**src/rtl/synapse_accumulator_if.sv**
```systemverilog
// Product-stream / sum-handshake bundle between the multiplier, the
// synapse accumulator and the downstream activation stage.
interface synapse_accumulator_if #(
  parameter int IN_W  = 26,
  parameter int OUT_W = 32
) ();
  logic             Start;
  logic [IN_W-1:0]  ProductIn;
  logic             ProductValid;
  logic             Busy;
  logic [OUT_W-1:0] SumOut;
  logic             SumValid;
  logic             SumReady;
  logic             Overflow;

  // Driver side: issues Start, feeds products and accepts sums.
  modport master (
    output Start, ProductIn, ProductValid, SumReady,
    input  Busy, SumOut, SumValid, Overflow
  );

  // Accumulator side.
  modport slave (
    input  Start, ProductIn, ProductValid, SumReady,
    output Busy, SumOut, SumValid, Overflow
  );
endinterface

```
**src/rtl/synapse_accumulator.sv**
```systemverilog
// Sums NUM_TERMS signed products into one neuron pre-activation value and
// presents it, saturated to OUT_W bits, over a valid/ready handshake.
module synapse_accumulator #(
  parameter int IN_W      = 26,
  parameter int NUM_TERMS = 784,
  parameter int ACC_W     = 36,
  parameter int OUT_W     = 32
) (
  input  logic                  clk,
  input  logic                  GlobalReset,
  synapse_accumulator_if.slave  bus
);

  localparam int              CNT_W = (NUM_TERMS > 1) ? $clog2(NUM_TERMS) : 1;
  localparam logic [CNT_W-1:0] LAST = CNT_W'(NUM_TERMS - 1);

  typedef enum logic [1:0] {IDLE, ACCUM, HOLD} state_e;

  state_e             state_q, state_d;
  logic [ACC_W-1:0]   acc_q, acc_d;
  logic [CNT_W-1:0]   cnt_q, cnt_d;
  logic [OUT_W-1:0]   sum_q, sum_d;
  logic               valid_q, valid_d;
  logic               ovf_q, ovf_d;
  logic               busy_q;

  logic [ACC_W-1:0]     acc_sum;
  logic [ACC_W-OUT_W:0] upper;
  logic                 clamp;
  logic [OUT_W-1:0]     sat_val;

  // Running sum including the product on the bus, and its OUT_W saturation.
  // The value fits OUT_W only when every bit from OUT_W-1 upward is a copy
  // of the sign bit; otherwise clamp toward the sign.
  always_comb begin
    acc_sum = acc_q + {{(ACC_W-IN_W){bus.ProductIn[IN_W-1]}}, bus.ProductIn};
    upper   = acc_sum[ACC_W-1:OUT_W-1];
    clamp   = !((upper == '0) || (upper == '1));
    if (!clamp)
      sat_val = acc_sum[OUT_W-1:0];
    else if (acc_sum[ACC_W-1])
      sat_val = {1'b1, {(OUT_W-1){1'b0}}};
    else
      sat_val = {1'b0, {(OUT_W-1){1'b1}}};
  end

  // Next-state and datapath updates.
  always_comb begin
    state_d = state_q;
    acc_d   = acc_q;
    cnt_d   = cnt_q;
    sum_d   = sum_q;
    valid_d = valid_q;
    ovf_d   = ovf_q;
    unique case (state_q)
      IDLE: begin
        if (bus.Start) begin
          acc_d   = '0;
          cnt_d   = '0;
          state_d = ACCUM;
        end
      end
      ACCUM: begin
        if (bus.ProductValid) begin
          acc_d = acc_sum;
          if (cnt_q == LAST) begin
            cnt_d   = '0;
            sum_d   = sat_val;
            valid_d = 1'b1;
            ovf_d   = clamp;
            state_d = HOLD;
          end else begin
            cnt_d = cnt_q + 1'b1;
          end
        end
      end
      HOLD: begin
        if (valid_q && bus.SumReady) begin
          valid_d = 1'b0;
          state_d = IDLE;
        end
      end
      default: state_d = IDLE;
    endcase
  end

  // State and datapath registers; Busy is registered from the next state.
  always_ff @(posedge clk or negedge GlobalReset) begin
    if (!GlobalReset) begin
      state_q <= IDLE;
      acc_q   <= '0;
      cnt_q   <= '0;
      sum_q   <= '0;
      valid_q <= 1'b0;
      ovf_q   <= 1'b0;
      busy_q  <= 1'b0;
    end else begin
      state_q <= state_d;
      acc_q   <= acc_d;
      cnt_q   <= cnt_d;
      sum_q   <= sum_d;
      valid_q <= valid_d;
      ovf_q   <= ovf_d;
      busy_q  <= (state_d != IDLE);
    end
  end

  assign bus.Busy     = busy_q;
  assign bus.SumOut   = sum_q;
  assign bus.SumValid = valid_q;
  assign bus.Overflow = ovf_q;

endmodule

```
**src/flat_wrapper.sv**
```systemverilog
// flat-port wrapper written by rule: the top's interface ports become plain ports
module synapse_accumulator_flat 
#(
  parameter int IN_W      = 26,
  parameter int NUM_TERMS = 784,
  parameter int ACC_W     = 36,
  parameter int OUT_W     = 32
)
  (clk, GlobalReset, bus_Start, bus_ProductIn, bus_ProductValid, bus_SumReady, bus_Busy, bus_SumOut, bus_SumValid, bus_Overflow);
  synapse_accumulator_if #(.IN_W(IN_W), .OUT_W(OUT_W)) bus_i ();
  input  logic clk;
  input  logic GlobalReset;
  input wire logic [$bits(bus_i.Start)-1:0] bus_Start;
  input wire logic [$bits(bus_i.ProductIn)-1:0] bus_ProductIn;
  input wire logic [$bits(bus_i.ProductValid)-1:0] bus_ProductValid;
  input wire logic [$bits(bus_i.SumReady)-1:0] bus_SumReady;
  output wire logic [$bits(bus_i.Busy)-1:0] bus_Busy;
  output wire logic [$bits(bus_i.SumOut)-1:0] bus_SumOut;
  output wire logic [$bits(bus_i.SumValid)-1:0] bus_SumValid;
  output wire logic [$bits(bus_i.Overflow)-1:0] bus_Overflow;
  assign bus_i.Start = bus_Start;
  assign bus_i.ProductIn = bus_ProductIn;
  assign bus_i.ProductValid = bus_ProductValid;
  assign bus_i.SumReady = bus_SumReady;
  assign bus_Busy = bus_i.Busy;
  assign bus_SumOut = bus_i.SumOut;
  assign bus_SumValid = bus_i.SumValid;
  assign bus_Overflow = bus_i.Overflow;
  synapse_accumulator #(.IN_W(IN_W), .NUM_TERMS(NUM_TERMS), .ACC_W(ACC_W), .OUT_W(OUT_W)) u_core (.clk(clk), .GlobalReset(GlobalReset), .bus(bus_i));
endmodule
```
**config.mk**
```make
export PLATFORM = sky130hd
export DESIGN_NAME = synapse_accumulator_flat
export DESIGN_NICKNAME = d
export VERILOG_FILES = /design/src/rtl/synapse_accumulator_if.sv /design/src/rtl/synapse_accumulator.sv /design/src/flat_wrapper.sv
export SDC_FILE = /design/constraint.sdc
export NUM_CORES = 1
export LEC_CHECK = 0
export CORE_ASPECT_RATIO = 1.75
export CORE_MARGIN = 3
export CORE_UTILIZATION = 57
export CTS_CLUSTER_DIAMETER = 60
export CTS_CLUSTER_SIZE = 16
export DETAILED_ROUTE_END_ITERATION = 12
export PLACE_DENSITY = 0.81
export SETUP_SLACK_MARGIN = 0.2
export SYNTH_ARGS = -nofsm -noshare
export SYNTH_HDL_FRONTEND = slang
export SYNTH_SLANG_ARGS = --single-unit
```
**constraint.sdc**
```tcl
create_clock -name clk -period 3.9 [get_ports clk]
set_clock_uncertainty 0.05 [all_clocks]
set_input_delay 0.78 -clock clk [delete_from_list [all_inputs] [get_ports clk]]
set_output_delay 0.78 -clock clk [all_outputs]
set_load 0.05 [all_outputs]
```
==> reports/metrics.cfg, run 1 <==
[final_layout]
fin_area_um2 = 7660
fillCellCount = 483
n_antenna_cell = 0
nets = 808
area_growth_pct = 41.8
final_common_cell = nand2_1
layout.cells.non_filler = 864
layout.cells.most_common_list = 109 x nand2_1, 94 x buf_4, 83 x dfrtp_1, 54 x clkdlybuf4s50_1, 51 x o21ai_0
drive_gt1_frac = 0.280

[sta]
max_freq_mhz = 267
timing.final.ws_setup_ns = 0.161
rsz0062_at_grt = false
whs_ns = 0.445
setup_violations = 0
finalSetupTns_ns = 0
drv_slew = 0
slew_headroom = 0.292
fin_crit_ns = 3.74
fin_crit_sh = 0.959
worst_pin_slew_ns = 1.06
finalHoldViolations = 0

[floorplanning]
ios = 66
core_um2 = 9150
start_util = 0.590
die_h_um = 135
dieArea_um2 = 10700
chipWidth_um = 79.6
rows = 46

[logic_synthesis]
ys_ff_latch = 83
synthArstFlopShare = 1.00
netlist_area_um2 = 5400
synth-edff-count = 0
syn_avg_cell_area_um2 = 9.26
yosysSeqAreaShare = 0.385
synth_cells = 583
yosysWarnings = 0
synth_top_flop_cell = dfrtp_1
ys_types = 59
synthesis.nets = 651

[clock_tree]
clkTransAtPathRegs_ns = 0.07
clock_latency_ns = 0.35
numCtsBuffers = 9
cts-root-buf = clkbuf_16
tritoncts = built
cts_max_path_buffers = 2
cts.sinks = 83
htreeDepth = 3
holdBufCountCts = 0

[run]
maxCapViolations = 0

[setup_path]
cpPeakStageDelay_ns = 0.42
critPathLaunchType = input port
path_cells = clkdlybuf4s50_1 > ha_1 > a21o_1 > a311oi_1 > o21ai_1 > a21oi_2 > a21oi_1 > buf_4 > o21a_1 > nor4_4 > a32oi_4 > buf_12 > buf_12 > a21bo_4
rrSetupSlack_ns = 0.55
cp_max_fo = 8
crit_type = in2reg
path_depth = 14
endpoint = u_core.bus.Overflow
reg2reg_from = u_core.acc_q[0]
endpoint_kind = register
worst_r2r_path_depth = 15
r2r_end = u_core.bus.Overflow
critical-path-top-delay-family = compound AO/OA/AOI/OAI gates
cp.buffers_inverters = 4
startpoint = bus_ProductIn[11]
arrival_ns = 3.93
cp.required_ns = 4.09
critPathMostFrequentCell = buf_12
slowest_stage = clkdlybuf4s50_1

[route]
drt_iter0_markers = 479
ant_nets = 0
drc = 0
drt_wl_total_mm = 18.6
num_vias = 5542
vias_per_cell = 6.41
dr.pass1.iters = 5
wl_per_cell_um = 21.5

[power]
p_leak_nw = 3.61
irDropWorstVdd_uv = 581
p_per_area_nw_per_um2 = 733

[outcome]
outcome = completed

[place]
dpl.cell_count = 831
placed_area_um2 = 6760
port_buffers = 65
hpwl_mm = 11.5
place_ws_ns = -0.309
place.gp.congestion = 0.903

[global_routing]
grt_pass1_wl_mm = 27.0
grt_max_degree = 84
grt_usage = 0.324
globalRouteOverflowTotal = 0
grt_pass1_vias = 5714
antenna_found_initial = 0

[worst_hold_path]
hold_class = reg2reg

power by group:
| group | total (mW) | internal [mW] | switching [mW] | leakage [nW] |
|---|---|---|---|---|
| Clock | 0.882 | 0.514 | 0.369 | 0.141 |
| Combinational | 3.48 | 1.57 | 1.91 | 2.38 |
| Sequential | 1.25 | 1.07 | 0.179 | 1.09 |
| Total | 5.61 | 3.15 | 2.46 | 3.61 |
cell families (layout without fill, tap and decap cells):
logic type | after synthesis | count (layout) | synth area share
mux | 2 | 2 | 0.00371
buf+inv | 34 | 195 | 0.0301
fa+ha+maj | 37 | 37 | 0.0871
simple gates | 203 | 203 | 0.172
flops | 83 | 83 | 0.385
xor+xnor | 36 | 36 | 0.0584
compound gates | 188 | 188 | 0.264
worst min-delay path by stage:
stage | startpoint | endpoint | slack [ns] | cells past startpoint
2_1_floorplan | u_core.acc_q[0] | u_core.acc_q[0] | 0.40 | 2
3_3_place_gp | u_core.acc_q[11] | u_core.acc_q[11] | 0.42 | 2
3_5_place_dp | u_core.bus.SumOut[25] | u_core.bus.SumOut[25] | 0.43 | 2
4_1_cts | u_core.acc_q[20] | u_core.acc_q[20] | 0.44 | 2
5_1_grt | u_core.bus.SumOut[24] | u_core.bus.SumOut[24] | 0.46 | 2
6_report | u_core.bus.SumOut[28] | u_core.bus.SumOut[28] | 0.45 | 2
metrics by stage:
step | util | total power, mW
finish | 0.837 | 5.61
global route | 0.837 | 5.89
CTS | 0.794 | 5.12
detailed placement | 0.739 | 4.15
global placement | 0.739 | 4.05
floorplan | - | 2.94
cell usage after synthesis (all sizes together), types with 4 or more instances:
| library cell | count | share of area |
|---|---|---|
| nand2 | 110 | 0.076 |
| dfrtp | 83 | 0.38 |
| o21ai | 57 | 0.054 |
| a21oi | 39 | 0.036 |
| ha | 36 | 0.083 |
| o211ai | 35 | 0.076 |
| nor2 | 31 | 0.022 |
| xor2 | 24 | 0.039 |
| clkbuf | 20 | 0.014 |
| a21o | 16 | 0.022 |
| nand3 | 12 | 0.012 |
| xnor2 | 12 | 0.019 |
| nand2b | 9 | 0.010 |
| nand4 | 9 | 0.010 |
| nor3 | 8 | 0.0074 |
| buf | 7 | 0.011 |
| inv | 7 | 0.0049 |
| a211oi | 6 | 0.0093 |
| o31ai | 6 | 0.0083 |
| or3 | 5 | 0.0058 |
| and3 | 4 | 0.0046 |
| nor2b | 4 | 0.0046 |
sequential cells by signal, indices dropped and copies added, names as in the netlist:
name and count:
u_core.bus.Overflow 1, u_core.bus.SumOut 32, u_core.bus.SumValid 1, u_core.cnt_q 10, u_core.acc_q 36, u_core.bus.Busy 1, u_core.state_q 2
cell type report:
type	instances	area (um2)	share of cell area
multi-input combinational	466	3470	0.453
sequential	83	2080	0.271
timing repair buffer	173	1630	0.213
clock buffer	10	239	0.0312
tap	120	150	0.0196
clock inverter	5	62.6	0.00817
inverter	7	26.3	0.00343
layer usage:
metal | vias to the layer above | GRT usage | wire length, um
li1 | 2437 | - | -
met1 | 2672 | 0.320 | 6450
met2 | 310 | 0.618 | 9940
met3 | 123 | 0.0467 | 987
met4 | 0 | 0.187 | 1190
met5 | - | 0 | 0
timing repair:
action / in CTS / in global routing
pin swaps: 8 / 30
setup buffers: 7 / 7
endpoints found under the setup margin: 34 / 37
cloned: 3 / 1
gates resized for setup: 20 / 59
tightest hold or removal path, delay by kind of cell (launching register included):
| family | cells | cell delay (ns) |
|---|---|---|
| AO/OA/AOI/OAI | 1 | 0.06 |
| flip-flops | 1 | 0.34 |
| AND/OR/NAND/NOR | 1 | 0.06 |
No activity file was read; power rests on OpenSTA's default activity.
==> run 2: changes to the inputs <==
--- a/config.mk
+++ b/config.mk
@@ -12,7 +12,6 @@
 export CTS_CLUSTER_SIZE = 16
 export DETAILED_ROUTE_END_ITERATION = 12
 export PLACE_DENSITY = 0.81
-export SETUP_SLACK_MARGIN = 0.2
 export SYNTH_ARGS = -nofsm -noshare
 export SYNTH_HDL_FRONTEND = slang
 export SYNTH_SLANG_ARGS = --single-unit
==> run 2 against run 1 <==
Net effect: via count shrank 7.7%; sequential power shrank 4%; register-to-register slack gained 0.04 ns; non-clock buffer count shrank 16; first-iteration DRC count shrank 17%; core utilization shrank 5.7 points; critical endpoint unchanged; highest routed layer unchanged.
==> reports/metrics.cfg, run 2 (same netlist as run 1, synthesis figures left out) <==
[outcome]
outcome = completed

[sta]
finalSetupTns_ns = 0
setup_violations = 0
slew_headroom = 0.254
finalHoldViolations = 0
max_freq_mhz = 264
fin_crit_ns = 3.78
drv_slew = 0
fin_crit_sh = 0.970
timing.final.ws_setup_ns = 0.119
worst_pin_slew_ns = 1.12

[floorplanning]
start_util = 0.590
dieArea_um2 = 10700
core_um2 = 9150
rows = 46
ios = 66
die_h_um = 135
chipWidth_um = 79.6

[power]
p_per_area_nw_per_um2 = 719
p_leak_nw = 3.39
power_mw = 5.13
irDropWorstVdd_uv = 531

[clock_tree]
holdBufCountCts = 0
cts_max_path_buffers = 2
numCtsBuffers = 9
tritoncts = built
htreeDepth = 3
clkTransAtPathRegs_ns = 0.06
clock_latency_ns = 0.34
cts.sinks = 83
cts-root-buf = clkbuf_16

[final_layout]
layout.cells.most_common_list = 110 x nand2_1, 86 x buf_4, 83 x dfrtp_1, 63 x clkdlybuf4s50_1, 55 x o21ai_0
fillCellCount = 602
multi_input_area_um2 = 3190
drive_gt1_frac = 0.214
regMostFlops = u_core.acc_q
n_antenna_cell = 0
largest_reg_flops = 36
final_core_util = 0.779
fin_area_um2 = 7130
area_growth_pct = 32.1
seqCellArea_um2 = 2080
nets = 792
final_common_cell = nand2_1

[setup_path]
crit_type = in2reg
cp_max_fo = 16
arrival_ns = 3.96
cp.required_ns = 4.08
rrSetupSlack_ns = 0.59
critPathLaunchType = input port
endpoint_kind = register

[route]
num_vias = 5116
vias_per_cell = 6.03
drt_wl_total_mm = 15.7
ant_nets = 0
dr.pass1.iters = 5
drc = 0
drt_iter0_markers = 397
wl_per_cell_um = 18.6

[place]
hpwl_mm = 11.5
placed_area_um2 = 6760
place.gp.congestion = 0.903
place_ws_ns = -0.309
port_buffers = 65

[worst_hold_path]
hold_class = reg2reg

[global_routing]
antenna_found_initial = 0
grt_usage = 0.305
grt_max_degree = 84
grt_pass1_vias = 5549
globalRouteOverflowTotal = 0
grt_pass1_wl_mm = 25.6

[run]
maxCapViolations = 0

## run 2: cell count changes in the layout (fill, tap and decap cells not counted), sizes merged
| cell | delta |
|---|---|
| buf | -15 |
| clkdlybuf4s50 | +9 |
| dlymetal6s2s | -8 |
| clkbuf | -2 |
## run 2: power breakdown
part	leakage (nW)	switching [mW]	internal [mW]
Combinational	2.16	1.70	1.36
Sequential	1.09	0.135	1.07
Clock	0.141	0.356	0.513
Total	3.39	2.19	2.94
## run 2: area by class of cell
class | instances | area share
Multi-Input combinational cell | 466 | 0.448
Sequential cell | 83 | 0.291
Timing Repair Buffer | 157 | 0.194
Clock buffer | 10 | 0.0335
Tap cell | 120 | 0.0210
Clock inverter | 5 | 0.00877
Inverter | 7 | 0.00368
## run 2: metal layers
layer  part of all wire  track usage  routed length [um]
met4              0.043        0.160                 681
met3              0.038       0.0387                 593
met1               0.35        0.307                5550
met5                  0            0                   0
met2               0.57        0.588                8910
## run 2: per-stage QoR
stage          instances  hold slack (ns)
6_report             848            0.441
5_1_grt              848            0.459
4_1_cts              846            0.443
3_5_place_dp         831            0.427
3_3_place_gp         831            0.416
2_1_floorplan        583            0.403
## run 2: repair_timing
action	4_1_cts	5_1_grt
setup buffers	0	1
gates resized for setup	0	13
endpoints found under the setup margin	0	34
## run 2: worst paths after layout
| check | to | cells after the start | start |
|---|---|---|---|
| worst max-delay path | u_core.bus.Overflow | 15 | bus_ProductIn[0] |
| max in group asynchronous | u_core.acc_q[28] | 1 | GlobalReset |
| worst min register to register | u_core.acc_q[20] | 2 | u_core.acc_q[20] |
| worst max register to register | u_core.bus.Overflow | 11 | u_core.acc_q[13] |
| worst min-delay path | u_core.acc_q[20] | 2 | u_core.acc_q[20] |
| min in group asynchronous | u_core.bus.SumOut[19] | 1 | GlobalReset |
## run 2: critical path, stage by stage
cell and delay [ns]:
clkdlybuf4s50_1 0.47, ha_1 0.17, inv_1 0.06, fa_1 0.40, nand3b_1 0.21, a21oi_2 0.19, o31a_1 0.19, o21bai_1 0.10
a21o_1 0.20, buf_4 0.16, a211oi_1 0.26, buf_4 0.21, a32oi_4 0.17, buf_12 0.21, a21bo_2 0.19
==> patch (config.mk and constraints of run 1) <==
Take the reset off `sum_q` and load it in a clocked block of its own.
--- a/src/rtl/synapse_accumulator.sv
+++ b/src/rtl/synapse_accumulator.sv
@@ -90,7 +90,6 @@
       state_q <= IDLE;
       acc_q   <= '0;
       cnt_q   <= '0;
-      sum_q   <= '0;
       valid_q <= 1'b0;
       ovf_q   <= 1'b0;
       busy_q  <= 1'b0;
@@ -98,11 +97,14 @@
       state_q <= state_d;
       acc_q   <= acc_d;
       cnt_q   <= cnt_d;
-      sum_q   <= sum_d;
       valid_q <= valid_d;
       ovf_q   <= ovf_d;
       busy_q  <= (state_d != IDLE);
     end
+  end
+
+  always_ff @(posedge clk) begin
+    sum_q <= sum_d;
   end
 
   assign bus.Busy     = busy_q;
Check against the original RTL: same outputs for any inputs over 10 cycles, from zero or initial values and one cycle with GlobalReset low; that may be too few to reach the edited logic, so the function may still have changed.
==> patch against run 1 <==
Worst setup slack gained 0.036 ns; sequential power grew 22%; core utilization grew 0.66 points; design area grew 5.6%; area after synthesis grew 5.6%; sequential cell count is the same; wire length grew 6.6%; power grew 44%; largest cell class unchanged.
==> patch: results (changes against run 1) <==
Post-synth ARST share 61.4% (-39 points); met3 Resource Use GR 4.49% (-0.18 points); vias in the first global route 6103 (+6.8%); Pre-antenna DRT Iters 7 (+2); met2 Use GR 58.4% (-3.4 points); Detailed Route Iter0 Violations 513 (+7.1%); vias per cell 6.64 (+3.5%); Post-Synth XOR/XNOR Area 4.76% (-1.1 points); reg-to-reg slack, setup 0.46 ns (-0.09 ns); Critical Path Start bus_ProductIn[16]; Setup Fix Bufs, Post-CTS 8 (+1); met1 wire length 6810 µm (+5.7%); Synthesized Nets 659 (+1.2%); crit path to u_core.bus.SumOut[5]; Synth Instances 591 (+1.4%); peak supply drop 0.644 mV (+11%); sequential area share after synthesis 39.2% (+0.77 points); routability-driven placement congestion ratio 0.979 (+8.4%); post-synthesis mux area share 0.373% (+0.0023 points); number of synthesized flops with an enable pin 32 (+32); Slew headroom 53.5% (+24 points); largest net degree at the start of global routing 30 (-64%); FF/Latch Area 2240 µm² (+7.7%); worst hold path type in2async; status finished clean; Synth Area in Compound Gates 26.0% (-0.39 points); Crit-path slowest cell a311o_4; Final #Nets 827 (+2.4%); Leak 3.37 nW (-6.6%); placed inst area 7230 µm² (+6.9%)
[patch: changes by cell type after synthesis, sizes merged, moves of 5 or more]
cell and change:
nand2 -54, dfrtp -32, edfxtp +32, o211ai -27
nor3 +24, a22o +22, o2bb2ai +20, o21ai -16
inv +12, a21oi +9, xor2 -8, nand4 -5
nor2 -5
[patch: layout make-up]
class | instances | area share (%)
multi-input combinational | 457 | 45.7
tap | 122 | 1.89
clock inverter | 4 | 0.635
clock buffer | 12 | 2.93
sequential | 83 | 27.7
timing repair buffer | 189 | 20.3
inverter | 19 | 0.882
[patch: critical path: cells and delay by family]
family / cells / cell delay, ns
xor gates and xnor gates: 1 / 0.17
adders and majority gates: 1 / 0.35
and+or+nand+nor: 1 / 0.12
buffers and inverters: 3 / 0.75
AOI/OAI and AO/OA: 6 / 1.55
[patch: power breakdown]
group	total (mW)	switching, mW	internal, mW
combinational	5.69	3.19	2.50
clock	0.841	0.344	0.497
sequential	1.53	0.217	1.31
